===== src/rtl/multicycle_control_if.sv =====
// rtl/multicycle_control_if.sv - opcode/handshake inputs and datapath strobes of the multi-cycle controller
interface multicycle_control_if #(
  parameter int OP_W  = 6,
  parameter int CNT_W = 32
);
  logic [OP_W-1:0]  opcode;
  logic             stall;
  logic             mem_ready;
  logic             PCWrite;
  logic             IRWrite;
  logic             RegDst;
  logic             ALUSrc;
  logic             MemtoReg;
  logic             RegWrite;
  logic             MemRead;
  logic             MemWrite;
  logic [1:0]       ALUOp;
  logic             illegal;
  logic             mem_abort;
  logic             retire;
  logic [CNT_W-1:0] retired;

  modport master (
    input  opcode, stall, mem_ready,
    output PCWrite, IRWrite, RegDst, ALUSrc, MemtoReg, RegWrite, MemRead, MemWrite,
           ALUOp, illegal, mem_abort, retire, retired
  );

  modport slave (
    output opcode, stall, mem_ready,
    input  PCWrite, IRWrite, RegDst, ALUSrc, MemtoReg, RegWrite, MemRead, MemWrite,
           ALUOp, illegal, mem_abort, retire, retired
  );
endinterface


===== src/rtl/multicycle_control.sv =====
// rtl/multicycle_control.sv - FETCH/DECODE/EXEC/MEM/WB sequencer with memory timeout and retire counter
module multicycle_control #(
  parameter int              OP_W      = 6,
  parameter logic [OP_W-1:0] OPC_RTYPE = 6'b000100,
  parameter logic [OP_W-1:0] OPC_ADDI  = 6'b001100,
  parameter logic [OP_W-1:0] OPC_SUBI  = 6'b001101,
  parameter logic [OP_W-1:0] OPC_SW    = 6'b010000,
  parameter logic [OP_W-1:0] OPC_LW    = 6'b010001,
  parameter int              MEM_TO    = 16,
  parameter int              CNT_W     = 32
) (
  input  logic                 clk,
  input  logic                 rst_n,
  multicycle_control_if.master bus
);
  localparam logic [2:0] ST_RST    = 3'd0;
  localparam logic [2:0] ST_FETCH  = 3'd1;
  localparam logic [2:0] ST_DECODE = 3'd2;
  localparam logic [2:0] ST_EXEC   = 3'd3;
  localparam logic [2:0] ST_MEM    = 3'd4;
  localparam logic [2:0] ST_WB     = 3'd5;

  localparam logic [2:0] CL_NONE = 3'd0;
  localparam logic [2:0] CL_R    = 3'd1;
  localparam logic [2:0] CL_ADDI = 3'd2;
  localparam logic [2:0] CL_SUBI = 3'd3;
  localparam logic [2:0] CL_SW   = 3'd4;
  localparam logic [2:0] CL_LW   = 3'd5;

  localparam int              TO_W    = (MEM_TO > 1) ? $clog2(MEM_TO) : 1;
  localparam logic [TO_W-1:0] TO_LAST = TO_W'(MEM_TO - 1);

  logic [2:0]       state, state_nxt;
  logic [2:0]       cls, cls_dec;
  logic [TO_W-1:0]  to_cnt;
  logic [CNT_W-1:0] retired_q;
  logic             retire_c;

  always_comb begin
    cls_dec = CL_NONE;
    if      (bus.opcode == OPC_RTYPE) cls_dec = CL_R;
    else if (bus.opcode == OPC_ADDI)  cls_dec = CL_ADDI;
    else if (bus.opcode == OPC_SUBI)  cls_dec = CL_SUBI;
    else if (bus.opcode == OPC_SW)    cls_dec = CL_SW;
    else if (bus.opcode == OPC_LW)    cls_dec = CL_LW;
  end

  // mem_ready is tested before the timeout so a late ready still completes the access
  always_comb begin
    state_nxt = state;
    if (!bus.stall) begin
      case (state)
        ST_RST:    state_nxt = ST_FETCH;
        ST_FETCH:  state_nxt = ST_DECODE;
        ST_DECODE: state_nxt = (cls_dec == CL_NONE) ? ST_FETCH : ST_EXEC;
        ST_EXEC:   state_nxt = (cls == CL_SW || cls == CL_LW) ? ST_MEM : ST_WB;
        ST_MEM: begin
          if (bus.mem_ready)         state_nxt = (cls == CL_LW) ? ST_WB : ST_FETCH;
          else if (to_cnt == TO_LAST) state_nxt = ST_FETCH;
        end
        ST_WB:     state_nxt = ST_FETCH;
        default:   state_nxt = ST_RST;
      endcase
    end
  end

  assign retire_c = !bus.stall &&
                    ((state == ST_WB) || (state == ST_MEM && cls == CL_SW && bus.mem_ready));

  always_ff @(posedge clk or negedge rst_n) begin
    if (!rst_n) begin
      state     <= ST_RST;
      cls       <= CL_NONE;
      to_cnt    <= '0;
      retired_q <= '0;
    end else if (!bus.stall) begin
      state <= state_nxt;
      if (state == ST_DECODE) cls <= cls_dec;
      if (state != ST_MEM)      to_cnt <= '0;
      else if (!bus.mem_ready)  to_cnt <= to_cnt + 1'b1;
      if (retire_c) retired_q <= retired_q + 1'b1;
    end
  end

  assign bus.retired = retired_q;
  assign bus.retire  = retire_c;

  // Moore decode; stall only masks the write strobes and pulses, selects stay put
  always_comb begin
    bus.PCWrite   = 1'b0;
    bus.IRWrite   = 1'b0;
    bus.RegDst    = 1'b0;
    bus.ALUSrc    = 1'b0;
    bus.MemtoReg  = 1'b0;
    bus.RegWrite  = 1'b0;
    bus.MemRead   = 1'b0;
    bus.MemWrite  = 1'b0;
    bus.ALUOp     = 2'b11;
    bus.illegal   = 1'b0;
    bus.mem_abort = 1'b0;
    case (state)
      ST_FETCH: begin
        bus.PCWrite = 1'b1;
        bus.IRWrite = 1'b1;
        bus.ALUOp   = 2'b00;
      end
      ST_DECODE: bus.illegal = !bus.stall && (cls_dec == CL_NONE);
      ST_EXEC: begin
        bus.ALUSrc = (cls != CL_R);
        if (cls == CL_R)         bus.ALUOp = 2'b10;
        else if (cls == CL_SUBI) bus.ALUOp = 2'b01;
        else                     bus.ALUOp = 2'b00;
      end
      ST_MEM: begin
        bus.ALUOp     = 2'b00;
        bus.MemRead   = (cls == CL_LW);
        bus.MemWrite  = (cls == CL_SW);
        bus.mem_abort = !bus.stall && !bus.mem_ready && (to_cnt == TO_LAST);
      end
      ST_WB: begin
        bus.RegWrite = 1'b1;
        bus.RegDst   = (cls == CL_R);
        bus.MemtoReg = (cls == CL_LW);
      end
      default: ;
    endcase
    if (bus.stall) begin
      bus.PCWrite  = 1'b0;
      bus.IRWrite  = 1'b0;
      bus.RegWrite = 1'b0;
      bus.MemRead  = 1'b0;
      bus.MemWrite = 1'b0;
    end
  end
endmodule


===== src/flat_wrapper.sv =====
// flat-port wrapper written by rule: the top's interface ports become plain ports
module multicycle_control_flat 
#(
  parameter int              OP_W      = 6,
  parameter logic [OP_W-1:0] OPC_RTYPE = 6'b000100,
  parameter logic [OP_W-1:0] OPC_ADDI  = 6'b001100,
  parameter logic [OP_W-1:0] OPC_SUBI  = 6'b001101,
  parameter logic [OP_W-1:0] OPC_SW    = 6'b010000,
  parameter logic [OP_W-1:0] OPC_LW    = 6'b010001,
  parameter int              MEM_TO    = 16,
  parameter int              CNT_W     = 32
)
  (clk, rst_n, bus_opcode, bus_stall, bus_mem_ready, bus_PCWrite, bus_IRWrite, bus_RegDst, bus_ALUSrc, bus_MemtoReg, bus_RegWrite, bus_MemRead, bus_MemWrite, bus_ALUOp, bus_illegal, bus_mem_abort, bus_retire, bus_retired);
  multicycle_control_if #(.OP_W(OP_W), .CNT_W(CNT_W)) bus_i ();
  input  logic clk;
  input  logic rst_n;
  input wire logic [$bits(bus_i.opcode)-1:0] bus_opcode;
  input wire logic [$bits(bus_i.stall)-1:0] bus_stall;
  input wire logic [$bits(bus_i.mem_ready)-1:0] bus_mem_ready;
  output wire logic [$bits(bus_i.PCWrite)-1:0] bus_PCWrite;
  output wire logic [$bits(bus_i.IRWrite)-1:0] bus_IRWrite;
  output wire logic [$bits(bus_i.RegDst)-1:0] bus_RegDst;
  output wire logic [$bits(bus_i.ALUSrc)-1:0] bus_ALUSrc;
  output wire logic [$bits(bus_i.MemtoReg)-1:0] bus_MemtoReg;
  output wire logic [$bits(bus_i.RegWrite)-1:0] bus_RegWrite;
  output wire logic [$bits(bus_i.MemRead)-1:0] bus_MemRead;
  output wire logic [$bits(bus_i.MemWrite)-1:0] bus_MemWrite;
  output wire logic [$bits(bus_i.ALUOp)-1:0] bus_ALUOp;
  output wire logic [$bits(bus_i.illegal)-1:0] bus_illegal;
  output wire logic [$bits(bus_i.mem_abort)-1:0] bus_mem_abort;
  output wire logic [$bits(bus_i.retire)-1:0] bus_retire;
  output wire logic [$bits(bus_i.retired)-1:0] bus_retired;
  assign bus_i.opcode = bus_opcode;
  assign bus_i.stall = bus_stall;
  assign bus_i.mem_ready = bus_mem_ready;
  assign bus_PCWrite = bus_i.PCWrite;
  assign bus_IRWrite = bus_i.IRWrite;
  assign bus_RegDst = bus_i.RegDst;
  assign bus_ALUSrc = bus_i.ALUSrc;
  assign bus_MemtoReg = bus_i.MemtoReg;
  assign bus_RegWrite = bus_i.RegWrite;
  assign bus_MemRead = bus_i.MemRead;
  assign bus_MemWrite = bus_i.MemWrite;
  assign bus_ALUOp = bus_i.ALUOp;
  assign bus_illegal = bus_i.illegal;
  assign bus_mem_abort = bus_i.mem_abort;
  assign bus_retire = bus_i.retire;
  assign bus_retired = bus_i.retired;
  multicycle_control #(.OP_W(OP_W), .OPC_RTYPE(OPC_RTYPE), .OPC_ADDI(OPC_ADDI), .OPC_SUBI(OPC_SUBI), .OPC_SW(OPC_SW), .OPC_LW(OPC_LW), .MEM_TO(MEM_TO), .CNT_W(CNT_W)) u_core (.clk(clk), .rst_n(rst_n), .bus(bus_i));
endmodule

===== config.mk =====
export PLATFORM = sky130hd
export DESIGN_NAME = multicycle_control_flat
export DESIGN_NICKNAME = d
export VERILOG_FILES = /design/src/rtl/multicycle_control_if.sv /design/src/rtl/multicycle_control.sv /design/src/flat_wrapper.sv
export SDC_FILE = /design/constraint.sdc
export NUM_CORES = 1
export LEC_CHECK = 0
export CAP_MARGIN = 10
export CORE_MARGIN = 2
export CORE_UTILIZATION = 30
export DETAILED_ROUTE_END_ITERATION = 6
export PLACE_DENSITY_LB_ADDON = 0.25
export SLEW_MARGIN = 10
export SYNTH_ARGS = -nofsm -noshare
export SYNTH_HDL_FRONTEND = slang
export SYNTH_SLANG_ARGS = --single-unit

===== constraint.sdc =====
create_clock -name clk -period 4.8 [get_ports clk]
set_input_delay 0.96 -clock clk [delete_from_list [all_inputs] [get_ports clk]]
set_output_delay 0.96 -clock clk [all_outputs]
set_load 0.02 [all_outputs]

==> results.yml <==
outcome:
  run_status: "finished clean"
hold_path:
  hold_path_class: "reg2reg"
logic_synthesis:
  post_synth_top_area_cell: "sky130_fd_sc_hd__dfrtp_1"
  synth_top_family_by_area: "simple AND/OR/NAND/NOR gates"
  synth_most_common_cell: "sky130_fd_sc_hd__dfrtp_1"
  syn_std_cell_area_um2: 2335
  ys_seq_area_frac: 0.4502
  synth.ff_latch_count: 42
  synth_nets: 239
  synth_ff_type: "sky130_fd_sc_hd__dfrtp_1"
  post_synth_arst_share: 1.000
  syn_inst: 227
  yosysWarningCount: 0
  synth_cell_types: 50
  synth_mux_area_frac: 0.01393
  postSynthAreaPerCell_um2: 10.29
  synth.top_cells.by_area: "sky130_fd_sc_hd__dfrtp_1 (45%), sky130_fd_sc_hd__xor2_1 (7.9%), sky130_fd_sc_hd__nand2_1 (3.9%)"
  synthDominantCellAreaShare: 0.4502
  synth_common_cells: "sky130_fd_sc_hd__dfrtp_1 (42), sky130_fd_sc_hd__nand2_1 (24), sky130_fd_sc_hd__xor2_1 (21)"
  synth_area_in_compound_gates: 0.07931
  synth_simple_gate_area_share: 0.2921
  post_synthesis_share_of_cell_area_spent_on_full_adders_half_adders_and_majority_gates: 0.01072
  synth_enable_flop_cells: 0
  synth_xor_xnor_area_share: 0.1163
clocking:
  clockRootBuffer: "sky130_fd_sc_hd__clkbuf_8"
  tritoncts: "done"
  clkSlewWorstSetupHoldPaths_ns: 0.09
  cts-htree-levels: 2
  cts_repair_resize_count: 0
  cts_buffers: 5
  postCtsSetupBuffers: 0
  clock-sinks: 42
  clock_path_buffers: 2
  clkLatencyLatePin_ns: 0.30
  post_cts_hold_buffer_count: 0
detailed_routing:
  drt_pass1_iterations: 4
  routed_wirelength_mm: 5.229
  ant_nets: 0
  drc: 0
  vias: 1842
  drtIter0Drc: 47
  vias_per_cell: 4.860
  avgRoutedWirePerCell_um: 13.80
global_routing:
  via_count_of_the_first_global_routing_pass: 1792
  use_met3: 0.03862
  grt_use_total: 0.1287
  groute.layer.met2.usage: 0.1930
  number_of_antenna_violations_at_the_first_check_in_global_routing: 0
  globalRouteMet1Util: 0.1823
  global_route_wire_length_before_repair_mm: 8.756
  grt_start_max_net_pins: 43
  globalRoute.busiestLayer: "met2"
  global_route.overflow_total: 0
critical_path:
  crit_family: "buffers and inverters"
  worstPathBufferInverterCount: 2
  worstSetupEndpointType: "primary output"
  crit_path_dat_ns: 3.04
  critical-path-slowest-cell: "sky130_fd_sc_hd__clkdlybuf4s50_1"
  path_class: "in2out"
  critical_path_peak_fanout: 8
  critical_path.most_common_cell: "sky130_fd_sc_hd__clkdlybuf4s50_1"
  max_stage_delay_on_crit_path_ns: 0.60
  reg2reg_slack_ns: 3.00
  timing.critical_path.cells: "clkdlybuf4s50_1 > nor3b_2 > nand2b_1 > or2_2 > nor2_1 > clkdlybuf4s50_1"
  worst-endpoint-required_ns: 3.84
  cp-start-kind: "input pin"
sta:
  hold_viol_final: 0
  grt_setup_unrepaired: "no"
  report.final.slew_viol_count: 0
  timing.clock.skew_ns: 0.008052
  report.final.setup_viol: 0
  max_clock_freq_mhz: 249.9
  period_minus_slack_ns: 4.001
  fin_crit_sh: 0.8336
  actual_transition_at_the_worst_max_transition_pin_ns: 0.9565
  fin_tns_setup_ns: 0
  setup_slack_ns: 0.7985
  relSlewSlack: 0.3623
floorplan:
  initial_utilization: 0.3053
  fp.coreArea_um2: 7647
  ioPinCount: 55
  die_height_um: 92.22
  floorplan.rows: 32
  floorplan.die.width_um: 92.22
  dieArea_um2: 8505
power_and_ir_drop:
  leakagePower_nw: 1.352
  p_sw_mw: 0.3206
  max-vdd-ir-drop_mv: 0.1080
  switching_share_of_power: 0.3236
  p_int_mw: 0.6702
  combPwrFrac: 0.268
  power.density_nw_per_um2: 325.2
  power.share.sequential: 0.446
  portion_of_total_power_attributed_to_the_clock_network: 0.285
placement:
  finalWeightedCongestion: 0.7434
  post-place-ws_ns: 0.7821
  placed_wire_length_estimate_after_detailed_placement_mm: 3.706
  place.port_buffers: 54
finish:
  final_layout_size_suffix_gt1_frac: 0.09747
  num_antenna_cells: 0
  area_growth_syn_to_layout_pct: 30.49
  final_net_count: 288
job:
  number_of_max_capacitance_violations_reported: 0
## layout make-up
| class | instances | area (um2) |
|---|---|---|
| fillers | 767 | 4601 |
| multi-input cells | 166 | 1196 |
| flip-flops and latches | 42 | 1051 |
| repair buffers | 54 | 535.5 |
| well taps | 102 | 127.6 |
| clock buffers | 6 | 72.57 |
| clock inverters | 2 | 37.54 |
| inverters | 7 | 26.28 |
## logic make-up (layout without fill, tap and decap cells)
logic type / after synthesis / after routing
compound gates: 22 / 22
xor+xnor: 31 / 31
fa+ha+maj: 2 / 2
buf+inv: 19 / 69
flops: 42 / 42
mux: 3 / 3
simple gates: 108 / 108
## state kept, by name, indices dropped and copies added, names as in the netlist
signal and count:
u_core.to_cnt 4, u_core.cls 3, u_core.state 3, u_core.bus.retired 32
## power groups by stage
| stage | Combinational [mW] | Clock (mW) | Sequential (mW) |
|---|---|---|---|
| floorplan | 0.171 | 0 | 0.433 |
| global placement | 0.264 | 0 | 0.450 |
| detailed placement | 0.268 | 0 | 0.450 |
| CTS | 0.270 | 0.289 | 0.442 |
| global route | 0.289 | 0.306 | 0.451 |
| finish | 0.266 | 0.282 | 0.442 |
## metrics by stage
step           cell area (um2)  cells  total power, mW    util  hold slack [ns]
3_3_place_gp              2937    371           0.7144  0.3840           0.4575
4_1_cts                   3047    379            1.001  0.3984           0.4808
6_report                  3047    379           0.9908  0.3984           0.4796
5_1_grt                   3047    379            1.047  0.3984           0.5075
2_1_floorplan             2335    227           0.6043       -           0.4746
3_5_place_dp              2937    371           0.7181  0.3840           0.4685
## worst paths after layout
check / start / depth (start not counted) / endpoint
worst min register to register: u_core.bus.retired[31] / 1 / u_core.bus.retired[31]
worst min-delay path: u_core.bus.retired[31] / 1 / u_core.bus.retired[31]
worst max-delay path: bus_stall / 6 / bus_mem_abort
min in group asynchronous: rst_n / 1 / u_core.bus.retired[23]
worst max register to register: u_core.bus.retired[0] / 5 / u_core.bus.retired[28]
max in group asynchronous: rst_n / 1 / u_core.cls[2]
## routing by layer
layer,wire [um],share of wire,vias to the layer above
met2,2305,0.44,41
met5,0,0,-
met1,2640,0.50,887
met4,51,0.0098,0
met3,232,0.044,6
li1,-,-,908
## cell usage in the layout (no fill, tap or decap), types with 2 or more instances in the layout
master / count
sky130_fd_sc_hd__nor2b_1: 4
sky130_fd_sc_hd__and4_1: 4
sky130_fd_sc_hd__nand3_1: 11
sky130_fd_sc_hd__inv_1: 6
sky130_fd_sc_hd__nor3b_2: 2
sky130_fd_sc_hd__xor2_1: 21
sky130_fd_sc_hd__nand2b_1: 2
sky130_fd_sc_hd__ha_1: 2
sky130_fd_sc_hd__nor4_1: 4
sky130_fd_sc_hd__and4bb_2: 2
sky130_fd_sc_hd__clkdlybuf4s50_1: 53
sky130_fd_sc_hd__and2_1: 4
sky130_fd_sc_hd__clkbuf_8: 5
sky130_fd_sc_hd__o41ai_1: 4
sky130_fd_sc_hd__nand4b_1: 2
sky130_fd_sc_hd__nand4_1: 8
sky130_fd_sc_hd__nor4_2: 4
sky130_fd_sc_hd__nand3b_1: 2
sky130_fd_sc_hd__mux2_2: 2
sky130_fd_sc_hd__nor4_4: 2
sky130_fd_sc_hd__nor3_1: 8
sky130_fd_sc_hd__nor2_1: 12
sky130_fd_sc_hd__nand2_1: 24
sky130_fd_sc_hd__a21o_1: 2
sky130_fd_sc_hd__xnor2_1: 10
sky130_fd_sc_hd__a21oi_1: 3
sky130_fd_sc_hd__and3_1: 9
sky130_fd_sc_hd__dfrtp_1: 42
No activity file was read; power rests on OpenSTA's default activity.
